`config.mk`:
```
export PLATFORM = sky130hd
export DESIGN_NAME = pirdsp_result_accumulator
export DESIGN_NICKNAME = d
export VERILOG_FILES = /design/src/rtl/pirdsp_result_accumulator.sv
export SDC_FILE = /design/constraint.sdc
export NUM_CORES = 1
export LEC_CHECK = 0
export ABC_AREA = 1
export BUFFER_PORTS_ARGS = -buffer_cell sky130_fd_sc_hd__buf_2
export CAP_MARGIN = 30
export CELL_PAD_IN_SITES_DETAIL_PLACEMENT = 0
export CELL_PAD_IN_SITES_GLOBAL_PLACEMENT = 1
export CORE_MARGIN = 1.5
export CORE_UTILIZATION = 42
export DETAILED_ROUTE_END_ITERATION = 8
export PLACE_DENSITY = 0.92
export REMOVE_ABC_BUFFERS = 1
export SYNTH_ARGS = -nofsm -noshare
export SYNTH_HDL_FRONTEND = slang
export SYNTH_SLANG_ARGS = --single-unit
export TNS_END_PERCENT = 30
```
`constraint.sdc`:
```
create_clock -name clk -period 2.59 [get_ports clk]
set_input_delay 0.3885 -clock clk [delete_from_list [all_inputs] [get_ports clk]]
set_output_delay 0.3885 -clock clk [all_outputs]
set_load 0.005 [all_outputs]
```
`src/rtl/pirdsp_result_accumulator.sv`:
```
// Receive-side accumulator for the PIRDSP multiplier: resolves the redundant
// result pair into per-lane products and sums a block of beats per lane.
module pirdsp_result_accumulator #(
  parameter int ACC_W = 48,
  parameter int CNT_W = 8
) (
  input  logic             clk,
  input  logic             reset,
  input  logic             in_valid,
  output logic             in_ready,
  input  logic [31:0]      in_r0,
  input  logic [31:0]      in_r1,
  input  logic [3:0]       in_carry,
  input  logic [1:0]       in_mode,
  input  logic             in_signed,
  input  logic [CNT_W-1:0] acc_len,
  output logic             out_valid,
  input  logic             out_ready,
  output logic [ACC_W-1:0] out_acc,
  output logic [1:0]       out_mode,
  output logic [3:0]       out_ovf
);

  localparam int L1 = ACC_W / 2;
  localparam int L2 = ACC_W / 4;

  typedef enum logic [1:0] {IDLE, ACC, DRAIN, HOLD} state_t;

  state_t state, state_nxt;

  logic             accept;
  logic [CNT_W-1:0] eff_len;
  logic [CNT_W-1:0] blk_len;
  logic [CNT_W-1:0] cnt;
  logic [1:0]       blk_mode;
  logic             blk_signed;
  logic [1:0]       cur_mode;
  logic             cur_signed;

  logic             s1_valid;
  logic             s1_first;
  logic [ACC_W-1:0] s1_v;
  logic [ACC_W-1:0] res_v;

  logic [ACC_W-1:0] acc, acc_nxt;
  logic [3:0]       ovf, ovf_nxt;

  logic [31:0]      sum32;
  logic [16:0]      sum17 [2];
  logic [8:0]       sum9  [4];
  logic [ACC_W:0]   add0;
  logic [L1:0]      add1  [2];
  logic [L2:0]      add2  [4];

  assign accept  = in_valid && in_ready;
  assign eff_len = (acc_len == '0) ? CNT_W'(1) : acc_len;

  // The first beat of a block uses the live mode/sign; later beats use the latched copy.
  assign cur_mode   = (state == IDLE) ? in_mode   : blk_mode;
  assign cur_signed = (state == IDLE) ? in_signed : blk_signed;

  function automatic logic lane_ovf(input logic sgn, input logic a_msb, input logic b_msb,
                                    input logic s_msb, input logic cout);
    return sgn ? ((a_msb == b_msb) && (s_msb != a_msb)) : cout;
  endfunction

  always_comb begin
    res_v = '0;
    sum32 = in_r0 + in_r1;
    for (int k = 0; k < 2; k++)
      sum17[k] = {1'b0, in_r0[16*k +: 16]} + {1'b0, in_r1[16*k +: 16]} + {in_carry[2*k+1], 16'h0000};
    for (int k = 0; k < 4; k++)
      sum9[k] = {1'b0, in_r0[8*k +: 8]} + {1'b0, in_r1[8*k +: 8]} + {in_carry[k], 8'h00};
    case (cur_mode)
      2'b00: res_v = cur_signed ? ACC_W'($signed(sum32)) : ACC_W'(sum32);
      2'b01: begin
        for (int k = 0; k < 2; k++)
          res_v[k*L1 +: L1] = cur_signed ? L1'($signed(sum17[k])) : L1'(sum17[k]);
      end
      default: begin
        for (int k = 0; k < 4; k++)
          res_v[k*L2 +: L2] = cur_signed ? L2'($signed(sum9[k])) : L2'(sum9[k]);
      end
    endcase
  end

  // Lane-partitioned add: each lane has its own adder so no carry crosses lanes.
  always_comb begin
    acc_nxt = acc;
    ovf_nxt = ovf;
    add0 = {1'b0, acc} + {1'b0, s1_v};
    for (int k = 0; k < 2; k++)
      add1[k] = {1'b0, acc[k*L1 +: L1]} + {1'b0, s1_v[k*L1 +: L1]};
    for (int k = 0; k < 4; k++)
      add2[k] = {1'b0, acc[k*L2 +: L2]} + {1'b0, s1_v[k*L2 +: L2]};
    if (s1_first) begin
      acc_nxt = s1_v;
      ovf_nxt = '0;
    end else begin
      case (blk_mode)
        2'b00: begin
          acc_nxt    = add0[ACC_W-1:0];
          ovf_nxt[0] = ovf[0] | lane_ovf(blk_signed, acc[ACC_W-1], s1_v[ACC_W-1],
                                         add0[ACC_W-1], add0[ACC_W]);
        end
        2'b01: begin
          for (int k = 0; k < 2; k++) begin
            acc_nxt[k*L1 +: L1] = add1[k][L1-1:0];
            ovf_nxt[k] = ovf[k] | lane_ovf(blk_signed, acc[k*L1+L1-1], s1_v[k*L1+L1-1],
                                           add1[k][L1-1], add1[k][L1]);
          end
        end
        default: begin
          for (int k = 0; k < 4; k++) begin
            acc_nxt[k*L2 +: L2] = add2[k][L2-1:0];
            ovf_nxt[k] = ovf[k] | lane_ovf(blk_signed, acc[k*L2+L2-1], s1_v[k*L2+L2-1],
                                           add2[k][L2-1], add2[k][L2]);
          end
        end
      endcase
    end
  end

  always_ff @(posedge clk) begin
    if (reset) state <= IDLE;
    else       state <= state_nxt;
  end

  // DRAIN waits until stage 2 has absorbed the last beat before presenting the result.
  always_comb begin
    state_nxt = state;
    case (state)
      IDLE:    if (accept) state_nxt = (eff_len == CNT_W'(1)) ? DRAIN : ACC;
      ACC:     if (accept && ((cnt + CNT_W'(1)) == blk_len)) state_nxt = DRAIN;
      DRAIN:   if (!s1_valid) state_nxt = HOLD;
      HOLD:    if (out_ready) state_nxt = IDLE;
      default: state_nxt = IDLE;
    endcase
  end

  always_ff @(posedge clk) begin
    if (reset) begin
      s1_valid   <= 1'b0;
      s1_first   <= 1'b0;
      s1_v       <= '0;
      blk_mode   <= 2'b00;
      blk_signed <= 1'b0;
      blk_len    <= '0;
      cnt        <= '0;
      acc        <= '0;
      ovf        <= '0;
    end else begin
      s1_valid <= accept;
      if (accept) begin
        s1_v     <= res_v;
        s1_first <= (state == IDLE);
        if (state == IDLE) begin
          blk_mode   <= in_mode;
          blk_signed <= in_signed;
          blk_len    <= eff_len;
          cnt        <= CNT_W'(1);
        end else begin
          cnt <= cnt + CNT_W'(1);
        end
      end
      if (s1_valid) begin
        acc <= acc_nxt;
        ovf <= ovf_nxt;
      end
    end
  end

  assign in_ready  = !reset && ((state == IDLE) || (state == ACC));
  assign out_valid = (state == HOLD);
  assign out_acc   = acc;
  assign out_mode  = blk_mode;
  assign out_ovf   = ovf;

endmodule

```
==> results.sh, run 1 <==
export IMPL_mostFrequentLayoutCell="nand2_1"
export IMPL_period_minus_slack_ps=2480
export IMPL_grt_antenna_before_repair=1
export IMPL_synthArstFlopShare_pct=0
export IMPL_critPathLaunchType="flip-flop"
export IMPL_power_static_leakage_nw=7.34
export IMPL_track_usage_pct=31.3
export IMPL_drc=0
export IMPL_hold_class="in -> reg"
export IMPL_die_area_um2=31400
export IMPL_cp_endpoint="out_acc[40]"
export IMPL_ys_flop_type="dfxtp_1"
export IMPL_die_x_um=177
export IMPL_via_per_inst=5.51
export IMPL_fmax_ghz=0.403
export IMPL_drv_cap=0
export IMPL_status="complete, no violations"
export IMPL_clk_latency_ps=440
export IMPL_maxSlewViolCount=0
export IMPL_rr_worst_depth=14
export IMPL_synth_cell_types=66
export IMPL_setup_viol=0
export IMPL_finalCritPeriodShare_pct=95.7
export IMPL_hold_slack_ps=198
export IMPL_ir_worst_vdd_v=0.000509
export IMPL_yosys_warnings=0
export IMPL_core_um2=29800
export IMPL_worst_path_max_fanout=4
export IMPL_place_gp_congestion=1.03
export IMPL_grt_max_degree=81
export IMPL_worst_setup_path_type="reg -> reg"
export IMPL_cp_slowest_stage_delay_ps=440
export IMPL_finalWirelength_um=48700
export IMPL_start_util_pct=42.8
export IMPL_cts_max_level=4
export IMPL_multi_input_area_um2=9170
export IMPL_diodes=0
export IMPL_ios=139
export IMPL_endpoint_kind="flip-flop"
export IMPL_via_count=15068
export IMPL_tightestPinTransition_ps=1010
export IMPL_nets=2506
export IMPL_wl_per_cell_um=17.8
export IMPL_die_y_um=177
export IMPL_clk_pin_slew_worst_paths_ps=70
export IMPL_syn_area_um2=12800
export IMPL_rsz0062_at_grt="true"
export IMPL_slew_headroom_pct=32.8
export IMPL_hold_viol=0
export IMPL_final_core_util_pct=50.6
export IMPL_r2r_end="out_acc[40]"
export IMPL_worstHoldStart="acc_len[3]"
export IMPL_regToRegStartpoint="out_acc[24]"
export IMPL_grt_overflow=0
export IMPL_cts_tree="built"
export IMPL_powerDensity_nw_per_um2=720
export IMPL_syn_area_per_cell_um2=5.94
export IMPL_fillers=3118
export IMPL_drive_gt1_share_pct=16.4
export IMPL_critPathBufInv=2
export IMPL_grt_pass1_vias=13918
export IMPL_yosysTopAreaCell="dfxtp_1"
export IMPL_seq_area_um2=2420
export IMPL_syn_to_final_growth_pct=18.2
export IMPL_io_buffers=138
export IMPL_synth_top_cell_area_share_pct=19.0
export IMPL_grt_first_pass_wirelength_um=75700
export IMPL_crit_slowest_cell="fa_1"
export IMPL_cts_root_buffer="clkbuf_16"
export IMPL_required_ps=2950
export IMPL_synth_cells=2147
export IMPL_ys_seq_area_share_pct=19.0
export IMPL_clock_skew_ps=9.77
export IMPL_startpoint="out_acc[24]"
export IMPL_clockBufferDepth=2
export IMPL_synth_edff_count=0
export IMPL_synthTopCellsByArea="dfxtp_1 (19%), nand2_1 (17%), a21oi_1 (9.3%), ha_1 (8.3%), inv_1 (7.4%)"
export IMPL_critPathTopFamily="compound AO/OA/AOI/OAI gates"
export IMPL_post_cts_buffers=0
export IMPL_crit_top_cell="nand2_1"
export IMPL_cp_arrival_ps=2840
export IMPL_cp_depth=14
export IMPL_fin_setup_tns_ps=0
export IMPL_detail_route_first_pass_iterations=8
export IMPL_worstPathCellList="ha_1 > inv_1 > fa_1 > o21ai_1 > inv_1 > o211ai_4 > nand2_1 > nand2_1 > nand3_1 > o21ai_0 > nor2_1 > nand2_1 > nand2_1 > a21oi_1"
export IMPL_ys_ff_latch=121
export IMPL_clock_sinks=121
export IMPL_cts_buffers_inserted=17
export IMPL_ant_nets=0
export IMPL_reg2reg_slack_ps=110
export IMPL_dpl_hpwl_um=39000
export IMPL_rows=63
export IMPL_final_cell_mix="nand2_1 (588), inv_1 (250), a21oi_1 (226)"
export IMPL_first_iter_violations=1452
==> where the power goes <==
part | switching, mW | internal, mW | leakage, nW
clock | 1.08 | 1.46 | 0.291
sequential | 0.421 | 2.24 | 0.989
combinational | 3.68 | 1.96 | 6.06
==> synthesized netlist by cell type, types with 3 or more instances <==
library cell / instances
nand2_2: 15
inv_1: 250
o21a_1: 9
a31oi_1: 15
o21ai_1: 32
a21boi_1: 4
a21oi_1: 236
clkbuf_1: 38
a21oi_2: 13
fa_1: 8
a21o_1: 4
xnor2_1: 13
a22oi_1: 9
o21ai_2: 7
nand3_1: 131
clkinv_1: 4
dfxtp_1: 121
ha_1: 85
o21bai_1: 14
o21ai_0: 147
or2_1: 7
or2_2: 4
nand3b_1: 9
nor4_1: 3
a31o_2: 3
nand2_1: 593
nor3_1: 20
nand4_1: 27
or2_0: 4
nor2_4: 5
nor2_2: 12
buf_2: 15
nor2_1: 182
nand3_2: 3
o211ai_1: 17
o21ai_4: 3
xor2_1: 35
and2_1: 3
inv_2: 13
==> sequential cells by signal, summed over array words and instances (netlist names) <==
| register | cells |
|---|---|
| out_ovf | 4 |
| out_acc | 48 |
| s1_v | 46 |
| cnt | 8 |
| blk_len | 8 |
| s1_first | 1 |
| s1_valid | 1 |
| blk_signed | 1 |
| out_mode | 2 |
| state | 2 |
==> worst reg2reg max path, cell delays in order (launching register included) <==
cell and delay [ps]:
dfxtp_1 420, ha_1 200, inv_1 80, fa_1 440
o21ai_1 250, inv_1 120, o211ai_4 250, nand2_1 130
nand2_1 80, nand3_1 60, o21ai_0 70, nor2_1 50
nand2_1 80, nand2_1 50, a21oi_1 110
==> worst min-delay path by stage <==
stage / to / slack (ps) / depth (start not counted)
2_1_floorplan: blk_len[0] / 440 / 2
3_3_place_gp: out_ovf[2] / 430 / 2
3_5_place_dp: out_ovf[0] / 440 / 2
4_1_cts: blk_len[3] / 190 / 3
5_1_grt: blk_len[3] / 200 / 3
6_report: blk_len[3] / 200 / 3
==> through the flow <==
stage / cell area, um^2 / worst slack, ps / power [mW] / cells
2_1_floorplan: 12500 / -61.7 / 6.05 / 2086
3_3_place_gp: 14300 / 81.5 / 8.05 / 2700
3_5_place_dp: 14300 / 63.9 / 8.11 / 2700
4_1_cts: 15000 / 91.2 / 10.7 / 2733
5_1_grt: 15100 / -24.8 / 11.5 / 2733
6_report: 15100 / 111 / 10.8 / 2733
==> cell type report <==
type | instances | share of cell area [%]
clock inverter | 15 | 1.17
timing repair buffer | 224 | 9.11
inverter | 270 | 6.78
clock buffer | 17 | 2.82
multi-input combinational | 1696 | 60.8
tap | 390 | 3.24
sequential | 121 | 16.1
==> cell families after synthesis <==
| logic type | synth area share, % |
|---|---|
| DFF | 19.0 |
| and+or+nand+nor | 34.7 |
| buffers and inverters | 10.2 |
| adders and majority gates | 9.59 |
| AOI/OAI and AO/OA | 23.3 |
| xor gates and xnor gates | 3.30 |
==> routing by layer <==
layer  track usage [%]  vias to the layer above  wire length [um]
li1                  -                     7470                 -
met1              42.6                     6893             21700
met2              49.0                      604             21300
met3              4.94                       99              3920
met4              12.6                        2              1790
met5                 0                        -                12
==> what timing repair did <==
action                                  4_1_cts  5_1_grt
pin swaps                                     1        0
cloned                                        1        0
endpoints found under the hold margin         0        0
endpoints found under the setup margin        1       30
hold buffers                                  0        0
gates resized for setup                       0       33
Note: power is estimated with default switching activity, not from simulation.
==> run 2: changes to the inputs <==
--- a/config.mk
+++ b/config.mk
@@ -10,6 +10,7 @@
 export CAP_MARGIN = 30
 export CELL_PAD_IN_SITES_DETAIL_PLACEMENT = 0
 export CELL_PAD_IN_SITES_GLOBAL_PLACEMENT = 1
+export CORE_ASPECT_RATIO = 1.4
 export CORE_MARGIN = 1.5
 export CORE_UTILIZATION = 42
 export DETAILED_ROUTE_END_ITERATION = 8
==> results.sh, run 2 (synthesis gave the netlist of run 1 again) <==
export IMPL_via_count=15224
export IMPL_grt_pass1_vias=14626
export IMPL_via_per_inst=5.54
export IMPL_slew_headroom_pct=63.6
export IMPL_ios=139
export IMPL_rr_worst_depth=12
export IMPL_rows=75
export IMPL_final_cell_mix="nand2_1 (586), inv_1 (250), a21oi_1 (231)"
export IMPL_crit_slowest_cell="ha_1"
export IMPL_cp_depth=12
export IMPL_syn_to_final_growth_pct=19.4
export IMPL_grt_max_degree=47
export IMPL_fmax_ghz=0.400
export IMPL_setup_viol=0
export IMPL_endpoint_kind="flip-flop"
export IMPL_die_x_um=150
export IMPL_cts_buffers_inserted=17
export IMPL_intPower_mw=5.75
export IMPL_mostFrequentLayoutCell="nand2_1"
export IMPL_worstHoldStart="acc_len[3]"
export IMPL_grt_overflow=0
export IMPL_die_area_um2=31400
export IMPL_status="complete, no violations"
export IMPL_io_buffers=138
export IMPL_place_gp_congestion=1.07
export IMPL_cp_endpoint="out_ovf[0]"
export IMPL_min_path_cells=3
export IMPL_clockBufferDepth=2
export IMPL_worstPathCellList="ha_1 > a21oi_1 > o21ai_0 > a21oi_1 > nand3_4 > buf_4 > nand2_1 > a21oi_1 > a21oi_1 > nand2_1 > nand2_1 > a21oi_1"
export IMPL_critPathTopFamily="compound AO/OA/AOI/OAI gates"
export IMPL_p_sw_mw=5.11
export IMPL_ant_nets=0
export IMPL_start_util_pct=42.6
export IMPL_required_ps=2930
export IMPL_maxSlewViolCount=0
export IMPL_period_minus_slack_ps=2500
export IMPL_critPathBufInv=1
export IMPL_hold_viol=0
export IMPL_regToRegStartpoint="out_acc[23]"
export IMPL_clock_skew_ps=15.6
export IMPL_die_y_um=209
export IMPL_clk_latency_ps=460
export IMPL_hold_buffers=0
export IMPL_tightestPinTransition_ps=546
export IMPL_cts_tree="built"
export IMPL_final_core_util_pct=50.9
export IMPL_postLayoutSetupSlackWorst_ps=89.9
export IMPL_switching_share_pct=47.1
export IMPL_cp_arrival_ps=2840
export IMPL_track_usage_pct=32.0
export IMPL_combinationalPowerShare_pct=51.4
export IMPL_dpl_hpwl_um=40300
export IMPL_drc=0
export IMPL_largest_reg_flops=48
export IMPL_worst_path_max_fanout=5
export IMPL_place_ws_ps=25.2
export IMPL_reg2reg_slack_ps=90
export IMPL_crit_top_cell="a21oi_1"
export IMPL_first_iter_violations=924
export IMPL_drive_gt1_share_pct=16.9
export IMPL_rsz0062_at_grt="true"
export IMPL_hold_class="in -> reg"
export IMPL_diodes=0
export IMPL_finalWirelength_um=49700
export IMPL_wl_per_cell_um=18.1
export IMPL_core_um2=29900
export IMPL_grt_antenna_before_repair=0
export IMPL_fillers=3153
export IMPL_critPathLaunchType="flip-flop"
export IMPL_grt_first_pass_wirelength_um=77300
export IMPL_cts_max_level=4
export IMPL_ir_worst_vdd_v=0.000466
export IMPL_worst_setup_path_type="reg -> reg"
export IMPL_hold_slack_ps=172
export IMPL_drv_cap=0
export IMPL_startpoint="out_acc[23]"
export IMPL_clock_sinks=121
export IMPL_finalCritPeriodShare_pct=96.5
export IMPL_cp_slowest_stage_delay_ps=390
export IMPL_r2r_end="out_ovf[0]"
export IMPL_seq_power_share_pct=24.3
export IMPL_nets=2528
export IMPL_power_static_leakage_nw=7.50
export IMPL_cts_root_buffer="clkbuf_16"
export IMPL_powerDensity_nw_per_um2=713
export IMPL_clk_pin_slew_worst_paths_ps=70
export IMPL_detail_route_first_pass_iterations=5
export IMPL_clkPwrFrac_pct=24.2
run 2: worst min path at each step:
stage | end | slack [ps]
2_1_floorplan | blk_len[0] | 440
3_3_place_gp | out_ovf[2] | 440
3_5_place_dp | out_ovf[2] | 440
4_1_cts | blk_len[3] | 160
5_1_grt | blk_len[3] | 190
6_report | blk_len[3] | 170
run 2: repair_timing:
| item | CTS | global route |
|---|---|---|
| gates resized for setup | 0 | 29 |
| setup endpoints to repair | 0 | 43 |
| buffers inserted | 0 | 1 |
run 2: power by group through the flow:
stage               combinational, mW  sequential (mW)  clock, mW
floorplan                        3.47             2.58          0
detailed placement               5.39             2.66          0
finish                           5.59             2.64       2.63
global placement                 5.32             2.65          0
global route                     6.14             2.67       2.72
CTS                              5.43             2.62       2.64
run 2: worst reg2reg max path: cells and delay by family, from the launching register on:
family                   cells  cell delay [ps]
AND/OR/NAND/NOR              4              340
AO/OA/AOI/OAI                6             1130
adder cells (fa/ha/maj)      1              390
buffers and inverters        1              160
flip-flops                   1              360
run 2: metal layers:
| metal | share of wire (%) | global-route usage (%) |
|---|---|---|
| met1 | 39 | 36.6 |
| met3 | 5.7 | 4.17 |
| met4 | 6.7 | 21.5 |
| met5 | 0 | 0 |
| met2 | 48 | 54.7 |
run 2: cell type report:
type | count | area, um^2 | share of cell area [%]
Clock buffer | 17 | 425 | 2.79
Clock inverter | 15 | 201 | 1.32
Inverter | 270 | 1020 | 6.71
Multi-Input combinational cell | 1696 | 9150 | 60.1
Sequential cell | 121 | 2420 | 15.9
Tap cell | 385 | 482 | 3.16
Timing Repair Buffer | 246 | 1530 | 10.0
run 2: through the flow:
stage                     total power [mW]  std cells  TNS, ps  instance area [um^2]
after floorplan                       6.05       2086    -72.2                 12500
after global placement                7.97       2716        0                 14500
after detailed placement              8.05       2716        0                 14500
after CTS                             10.7       2748        0                 15100
after global routing                  11.5       2750    -19.3                 15200
final                                 10.9       2750        0                 15200
